File: config.mk
export PLATFORM = sky130hd
export DESIGN_NAME = alu_mc
export DESIGN_NICKNAME = d
export VERILOG_FILES = /design/src/rtl/alu_pkg.sv /design/src/rtl/alu_mc_mul.sv /design/src/rtl/alu_mc.sv
export SDC_FILE = /design/constraint.sdc
export NUM_CORES = 1
export LEC_CHECK = 0
export ABC_CLOCK_PERIOD_IN_PS = 6100
export BUFFER_PORTS_ARGS = -buffer_cell sky130_fd_sc_hd__buf_2
export CAP_MARGIN = 10
export CORE_MARGIN = 5
export CORE_UTILIZATION = 55
export CTS_BUF_LIST = sky130_fd_sc_hd__clkbuf_4
export DETAILED_ROUTE_END_ITERATION = 16
export PLACE_DENSITY = 0.81
export SYNTH_ARGS = -nofsm -noshare
export SYNTH_HDL_FRONTEND = slang
export SYNTH_SLANG_ARGS = --single-unit
File: constraint.sdc
create_clock -name clk -period 6.1 [get_ports clk]
set_input_delay 0.915 -clock clk [delete_from_list [all_inputs] [get_ports clk]]
set_output_delay 0.915 -clock clk [all_outputs]
set_load 0.005 [all_outputs]
File: src/rtl/alu_pkg.sv
// rtl/alu_pkg.sv - shared ALU opcode and controller state encodings
package alu_pkg;

  typedef enum logic [2:0] {
    OP_AND  = 3'b000,
    OP_OR   = 3'b001,
    OP_ADD  = 3'b010,
    OP_SLTU = 3'b011,
    OP_XOR  = 3'b100,
    OP_MUL  = 3'b101,
    OP_SUB  = 3'b110,
    OP_SLT  = 3'b111
  } alu_op_e;

  typedef enum logic [1:0] {
    ST_IDLE = 2'd0,
    ST_MUL  = 2'd1,
    ST_DONE = 2'd2
  } alu_state_e;

endpackage

File: src/rtl/alu_mc_mul.sv
// rtl/alu_mc_mul.sv - iterative unsigned shift-add multiplier, one multiplier bit per cycle
module alu_mc_mul #(
  parameter int DATA_WIDTH = 32
) (
  input  logic                      clk,
  input  logic                      rst,
  input  logic                      start_i,
  input  logic [DATA_WIDTH-1:0]     a_i,
  input  logic [DATA_WIDTH-1:0]     b_i,
  output logic                      done_o,
  output logic [2*DATA_WIDTH-1:0]   product_o
);

  localparam int CW = $clog2(DATA_WIDTH) + 1;

  logic [2*DATA_WIDTH-1:0] acc_q, acc_d;
  logic [DATA_WIDTH-1:0]   mcand_q;
  logic [CW-1:0]           cnt_q;
  logic                    busy_q;
  logic                    done_q;

  // acc holds {partial high word, remaining multiplier bits}; each step adds and shifts right
  function automatic logic [2*DATA_WIDTH-1:0] mul_step(
    input logic [2*DATA_WIDTH-1:0] acc,
    input logic [DATA_WIDTH-1:0]   mcand
  );
    logic [DATA_WIDTH:0] sum;
    sum = {1'b0, acc[2*DATA_WIDTH-1:DATA_WIDTH]} + (acc[0] ? {1'b0, mcand} : '0);
    return {sum, acc[DATA_WIDTH-1:1]};
  endfunction

  // the first step runs on the start edge straight from the operand inputs
  always_comb begin
    acc_d = mul_step(acc_q, mcand_q);
    if (start_i) begin
      acc_d = mul_step({{DATA_WIDTH{1'b0}}, b_i}, a_i);
    end
  end

  always_ff @(posedge clk) begin
    if (!rst) begin
      acc_q   <= '0;
      mcand_q <= '0;
      cnt_q   <= '0;
      busy_q  <= 1'b0;
      done_q  <= 1'b0;
    end else if (start_i) begin
      acc_q   <= acc_d;
      mcand_q <= a_i;
      cnt_q   <= CW'(1);
      busy_q  <= 1'b1;
      done_q  <= 1'b0;
    end else if (busy_q) begin
      acc_q <= acc_d;
      cnt_q <= cnt_q + CW'(1);
      if (cnt_q == CW'(DATA_WIDTH - 1)) begin
        busy_q <= 1'b0;
        done_q <= 1'b1;
      end
    end else begin
      done_q <= 1'b0;
    end
  end

  assign done_o    = done_q;
  assign product_o = acc_q;

endmodule

File: src/rtl/alu_mc.sv
// rtl/alu_mc.sv - multi-cycle ALU with valid/ready handshake and iterative MUL
module alu_mc
  import alu_pkg::*;
#(
  parameter int DATA_WIDTH = 32
) (
  input  logic                  clk,
  input  logic                  rst,
  input  logic                  in_valid,
  output logic                  in_ready,
  input  logic [DATA_WIDTH-1:0] A,
  input  logic [DATA_WIDTH-1:0] B,
  input  logic [2:0]            ALUop,
  output logic                  out_valid,
  input  logic                  out_ready,
  output logic [DATA_WIDTH-1:0] Result,
  output logic [DATA_WIDTH-1:0] Result_hi,
  output logic                  Overflow,
  output logic                  CarryOut,
  output logic                  Zero
);

  alu_state_e              state_q;
  logic [DATA_WIDTH-1:0]   result_q, result_hi_q;
  logic                    ovf_q, carry_q, zero_q;

  alu_op_e                 op;
  logic                    accept;
  logic                    mul_start;
  logic                    mul_done;
  logic [2*DATA_WIDTH-1:0] mul_product;
  logic [DATA_WIDTH-1:0]   mul_lo, mul_hi;

  logic [DATA_WIDTH:0]     sum, diff;
  logic                    borrow, add_ovf, sub_ovf;
  logic [DATA_WIDTH-1:0]   res_d;
  logic                    ovf_d, carry_d;

  assign op        = alu_op_e'(ALUop);
  assign accept    = in_valid && (state_q == ST_IDLE);
  assign mul_start = accept && (op == OP_MUL);
  assign mul_lo    = mul_product[DATA_WIDTH-1:0];
  assign mul_hi    = mul_product[2*DATA_WIDTH-1:DATA_WIDTH];

  alu_mc_mul #(
    .DATA_WIDTH(DATA_WIDTH)
  ) u_mul (
    .clk      (clk),
    .rst      (rst),
    .start_i  (mul_start),
    .a_i      (A),
    .b_i      (B),
    .done_o   (mul_done),
    .product_o(mul_product)
  );

  // one subtractor serves SUB, SLT and SLTU; no carry out of A + ~B + 1 means A < B unsigned
  always_comb begin
    sum     = {1'b0, A} + {1'b0, B};
    diff    = {1'b0, A} + {1'b0, ~B} + {{DATA_WIDTH{1'b0}}, 1'b1};
    borrow  = ~diff[DATA_WIDTH];
    add_ovf = (A[DATA_WIDTH-1] == B[DATA_WIDTH-1]) && (sum[DATA_WIDTH-1] != A[DATA_WIDTH-1]);
    sub_ovf = (A[DATA_WIDTH-1] != B[DATA_WIDTH-1]) && (diff[DATA_WIDTH-1] != A[DATA_WIDTH-1]);
    res_d   = '0;
    ovf_d   = 1'b0;
    carry_d = 1'b0;
    case (op)
      OP_AND:  res_d = A & B;
      OP_OR:   res_d = A | B;
      OP_XOR:  res_d = A ^ B;
      OP_ADD: begin
        res_d   = sum[DATA_WIDTH-1:0];
        carry_d = sum[DATA_WIDTH];
        ovf_d   = add_ovf;
      end
      OP_SUB: begin
        res_d   = diff[DATA_WIDTH-1:0];
        carry_d = borrow;
        ovf_d   = sub_ovf;
      end
      OP_SLTU: begin
        res_d   = {{(DATA_WIDTH-1){1'b0}}, borrow};
        carry_d = borrow;
      end
      OP_SLT: begin
        res_d   = {{(DATA_WIDTH-1){1'b0}}, diff[DATA_WIDTH-1] ^ sub_ovf};
        carry_d = borrow;
        ovf_d   = sub_ovf;
      end
      default: ;
    endcase
  end

  always_ff @(posedge clk) begin
    if (!rst) begin
      state_q     <= ST_IDLE;
      result_q    <= '0;
      result_hi_q <= '0;
      ovf_q       <= 1'b0;
      carry_q     <= 1'b0;
      zero_q      <= 1'b0;
    end else begin
      case (state_q)
        ST_IDLE: begin
          if (in_valid) begin
            if (op == OP_MUL) begin
              state_q <= ST_MUL;
            end else begin
              state_q     <= ST_DONE;
              result_q    <= res_d;
              result_hi_q <= '0;
              ovf_q       <= ovf_d;
              carry_q     <= carry_d;
              zero_q      <= (res_d == '0);
            end
          end
        end
        ST_MUL: begin
          if (mul_done) begin
            state_q     <= ST_DONE;
            result_q    <= mul_lo;
            result_hi_q <= mul_hi;
            ovf_q       <= 1'b0;
            carry_q     <= |mul_hi;
            zero_q      <= (mul_lo == '0);
          end
        end
        ST_DONE: begin
          if (out_ready) begin
            state_q <= ST_IDLE;
          end
        end
        default: state_q <= ST_IDLE;
      endcase
    end
  end

  assign in_ready  = (state_q == ST_IDLE);
  assign out_valid = (state_q == ST_DONE);
  assign Result    = result_q;
  assign Result_hi = result_hi_q;
  assign Overflow  = ovf_q;
  assign CarryOut  = carry_q;
  assign Zero      = zero_q;

endmodule

==> summary.txt <==
Outcome
  • Status: completed

Final layout
  • Layout Utilization: 59.4%
  • Layout cells sized above 1: 13.0%
  • Finished Cell Area: 0.0159 mm²
  • Synth-to-layout area growth: 6.93%
  • Layout Nets: 2242

Placement
  • Port bufs: 139
  • Place WS: 0.845 ns
  • Post-DP HPWL: 40900 µm
  • Post-DP Area: 0.0156 mm²
  • Routability congestion estimate: 1.03

Clocking
  • Clock Path Buffers: 2
  • PostCTS Resize Cnt: 0
  • CTS tree: done
  • Htree depth: 4
  • Setup bufs post-CTS: 0
  • CTS buffer count: 17
  • Clk slew on worst S/H paths: 0.17 ns
  • Root Buffer Master: clkbuf_4
  • Clk sink count: 173
  • CTS hold repair buffers: 0
  • Skew-Pair Late Insertion Delay: 0.56 ns

Setup path
  • CP delay by family, top: compound AO/OA/AOI/OAI gates
  • Kind of critical path: primary input to register
  • Max stage delay cell, worst path: fa_1
  • Crit path cell chain: buf_2 > inv_1 > ha_1 > or2b_1 > o311ai_2 > o41ai_4 > nand3_2 > a211oi_2 > o211ai_2 > a21oi_1 > nor2_1 > o21ba_2 > o21bai_1 > fa_1 > mux2_2 > a221oi_1 > o22ai_1 > nor3_1 > nand4b_1 > o21ai_1
  • Crit. End Element: register
  • CP Max Fanout: 9
  • Worst R2R Path Depth: 13
  • CP startpoint: A[2]
  • Crit path launch type: primary input
  • Reg-to-reg setup timing slack: 1.70 ns
  • Critical path buffers and inverters: 2
  • Critical R2R Capture: u_mul.product_o[60]
  • Req. time, crit path: 6.61 ns
  • Worst r2r src: u_mul.product_o[0]
  • Critical path data arrival time: 5.28 ns
  • Worst path max stage delay: 0.47 ns

STA
  • Worst slew pin tran: 1.21 ns
  • Ratio of final minimum period to clock period: 78.1%
  • Max Slew Vio Count: 0
  • Worst clock skew: 0.0263 ns
  • Final setup viols: 0
  • F_max: 210 MHz
  • Hold Fails Final Rpt: 0
  • Final setup margin: 1.34 ns
  • Max-Slew Margin vs Limit: 19.2%
  • Setup TNS: 0 ns
  • RSZ-0062 raised after global routing: no
  • Minimum clock period: 4.76 ns

Die
  • Starting Density: 55.5%
  • Core area: 0.0267 mm²
  • Die ar.: 0.0304 mm²
  • Cell row count: 60
  • Die height: 174 µm
  • Num ports: 140
  • Die W: 174 µm

Power and ir drop
  • Switching part of the total: 38.7%
  • Maximum VDD drop: 0.000117 V
  • Clock Power Share: 23.8%
  • Leak pwr: 6.77 nW
  • Seq pwr share: 43.9%
  • P_sw: 0.00106 W
  • Logic pwr share: 32.3%
  • Pwr/cell area: 173 mW/mm²
  • Int Pwr: 0.00168 W

Yosys
  • Post-synth top flop: dfxtp_1
  • Register area share after synthesis: 23.3%
  • EDFF count, synth: 0
  • Synth unique cells: 95
  • Post-synthesis cell count: 1981
  • Share of the synthesized area in the top cell type: 23.3%
  • Synth Register Bits: 173
  • Syn Std Cell Area: 0.0148 mm²
  • Synth warn: 0
  • Largest cells by area after synthesis: dfxtp_1 23%, ha_1 11%, a21oi_1 6.5%
  • Async S/R FF share, synth: 0%
  • Most frequent cell after synthesis: nor2_1
  • Cell taking the most area after synthesis: dfxtp_1
  • Commonest cells in the netlist: 205 x nor2_1, 193 x a21oi_1, 191 x nand2_1
  • Syn avg cell area: 7.49 µm²
  • Syn_nets: 2192

Drt
  • Iteration-0 DRC Markers: 2197
  • Drc violations: 0
  • Vias per inst: 6.53
  • DR vias: 15600
  • Pre-antenna DRT Iters: 7
  • Detailed Route WL: 53300 µm
  • Antenna Nets Post-Route: 0
  • WL/cell: 22.3 µm

Worst hold path
  • Hold Path Depth: 2
  • Min-delay src: u_mul.mcand_q[21]
  • Hold Path End: u_mul.mcand_q[21]
  • HP Class: register to register

Global routing
  • Vias in the first global route: 14371
  • Antenna violations before repair: 4
  • GR Overflow Total: 0
  • Largest net degree at the start of global routing: 86
  • Total GRT Usage: 33.3%
  • First-pass GRT wire length: 81400 µm

Run
  • Max-cap violations: 0
## cell families after synthesis
kind of cell	after synthesis	synth area share, %
xor gates and xnor gates	44	2.60
AOI/OAI and AO/OA	640	29.5
DFF	173	23.3
buffers and inverters	260	7.16
adders and majority gates	140	12.0
and+or+nand+nor	662	21.1
muxes	62	4.26
## how the worst max path moves through the flow
stage,end,slack [ns],cells past startpoint
global placement,Zero,0.91,19
global route,Zero,1.14,20
floorplan,Zero,1.53,20
CTS,Zero,1.43,19
detailed placement,Zero,0.84,19
finish,Zero,1.34,20
## worst reg2reg max path: cells and delay by family, from the launching register on
kind	cells	cell delay [ns]
AOI/OAI and AO/OA	8	2.27
xor gates and xnor gates	1	0.16
adders and majority gates	1	0.28
DFF	1	1.08
muxes	1	0.09
and+or+nand+nor	2	0.45
## registers in the layout (all words and copies together) (netlist names)
register         flops
u_mul.product_o     64
Result              32
state_q              2
u_mul.mcand_q       32
Zero                 1
u_mul.done_o         1
u_mul.cnt_q          6
Result_hi           32
CarryOut             1
Overflow             1
u_mul.busy_q         1
## power by group through the flow
stage / Clock (W) / Sequential [W] / Combinational, W
CTS: 0.000650 / 0.00120 / 0.000856
global route: 0.000702 / 0.00121 / 0.000948
finish: 0.000651 / 0.00120 / 0.000886
detailed placement: 0 / 0.00123 / 0.000852
global placement: 0 / 0.00123 / 0.000844
floorplan: 0 / 0.00121 / 0.000593
## area by class of cell
cell class                 instances  area, µm²
tap                              341        427
sequential                       173       3470
clock inverter                    14        134
clock buffer                      18        135
timing repair buffer             164        883
antenna                            3       7.51
fill                            2505      10900
inverter                         127        479
multi-input combinational       1548      10300
## cells in the final DEF, fill, tap and decap left out, drive strengths merged, types with 9 or more instances in the layout
cell type,synthesis,layout
mux2,9,9
nand2b,29,29
a211oi,50,50
and2,41,41
buf,41,164
nand4,18,18
a31oi,32,32
a311oi,10,10
o21ai,97,97
ha,136,136
a21o,28,28
o31ai,20,20
and3,12,12
or3,10,10
a22oi,38,38
nor3,37,37
nor4,30,30
a221oi,15,15
o22ai,9,9
nand2,191,191
xor2,14,14
mux2i,53,53
o21a,10,10
nor2,206,206
inv,126,132
o211ai,32,32
nand3,48,48
dfxtp,173,173
nor2b,17,17
o221ai,16,16
xnor2,30,30
a21oi,198,198
clkbuf,92,18
## per-layer routing
layer | global-route usage [%] | vias to the layer above | share of wire, %
met5 | 0 | - | 0.024
met4 | 12.2 | 2 | 3.8
met3 | 7.18 | 133 | 11
met2 | 49.5 | 883 | 42
met1 | 47.5 | 7353 | 43
li1 | - | 7229 | -
## stage by stage
step,total power [W],hold WS [ns],std cells
6_report,0.00274,0.458,2388
5_1_grt,0.00286,0.483,2388
4_1_cts,0.00271,0.462,2385
3_5_place_dp,0.00208,0.444,2353
3_3_place_gp,0.00207,0.436,2353
2_1_floorplan,0.00181,0.432,1981
No activity file was read; power rests on OpenSTA's default activity.
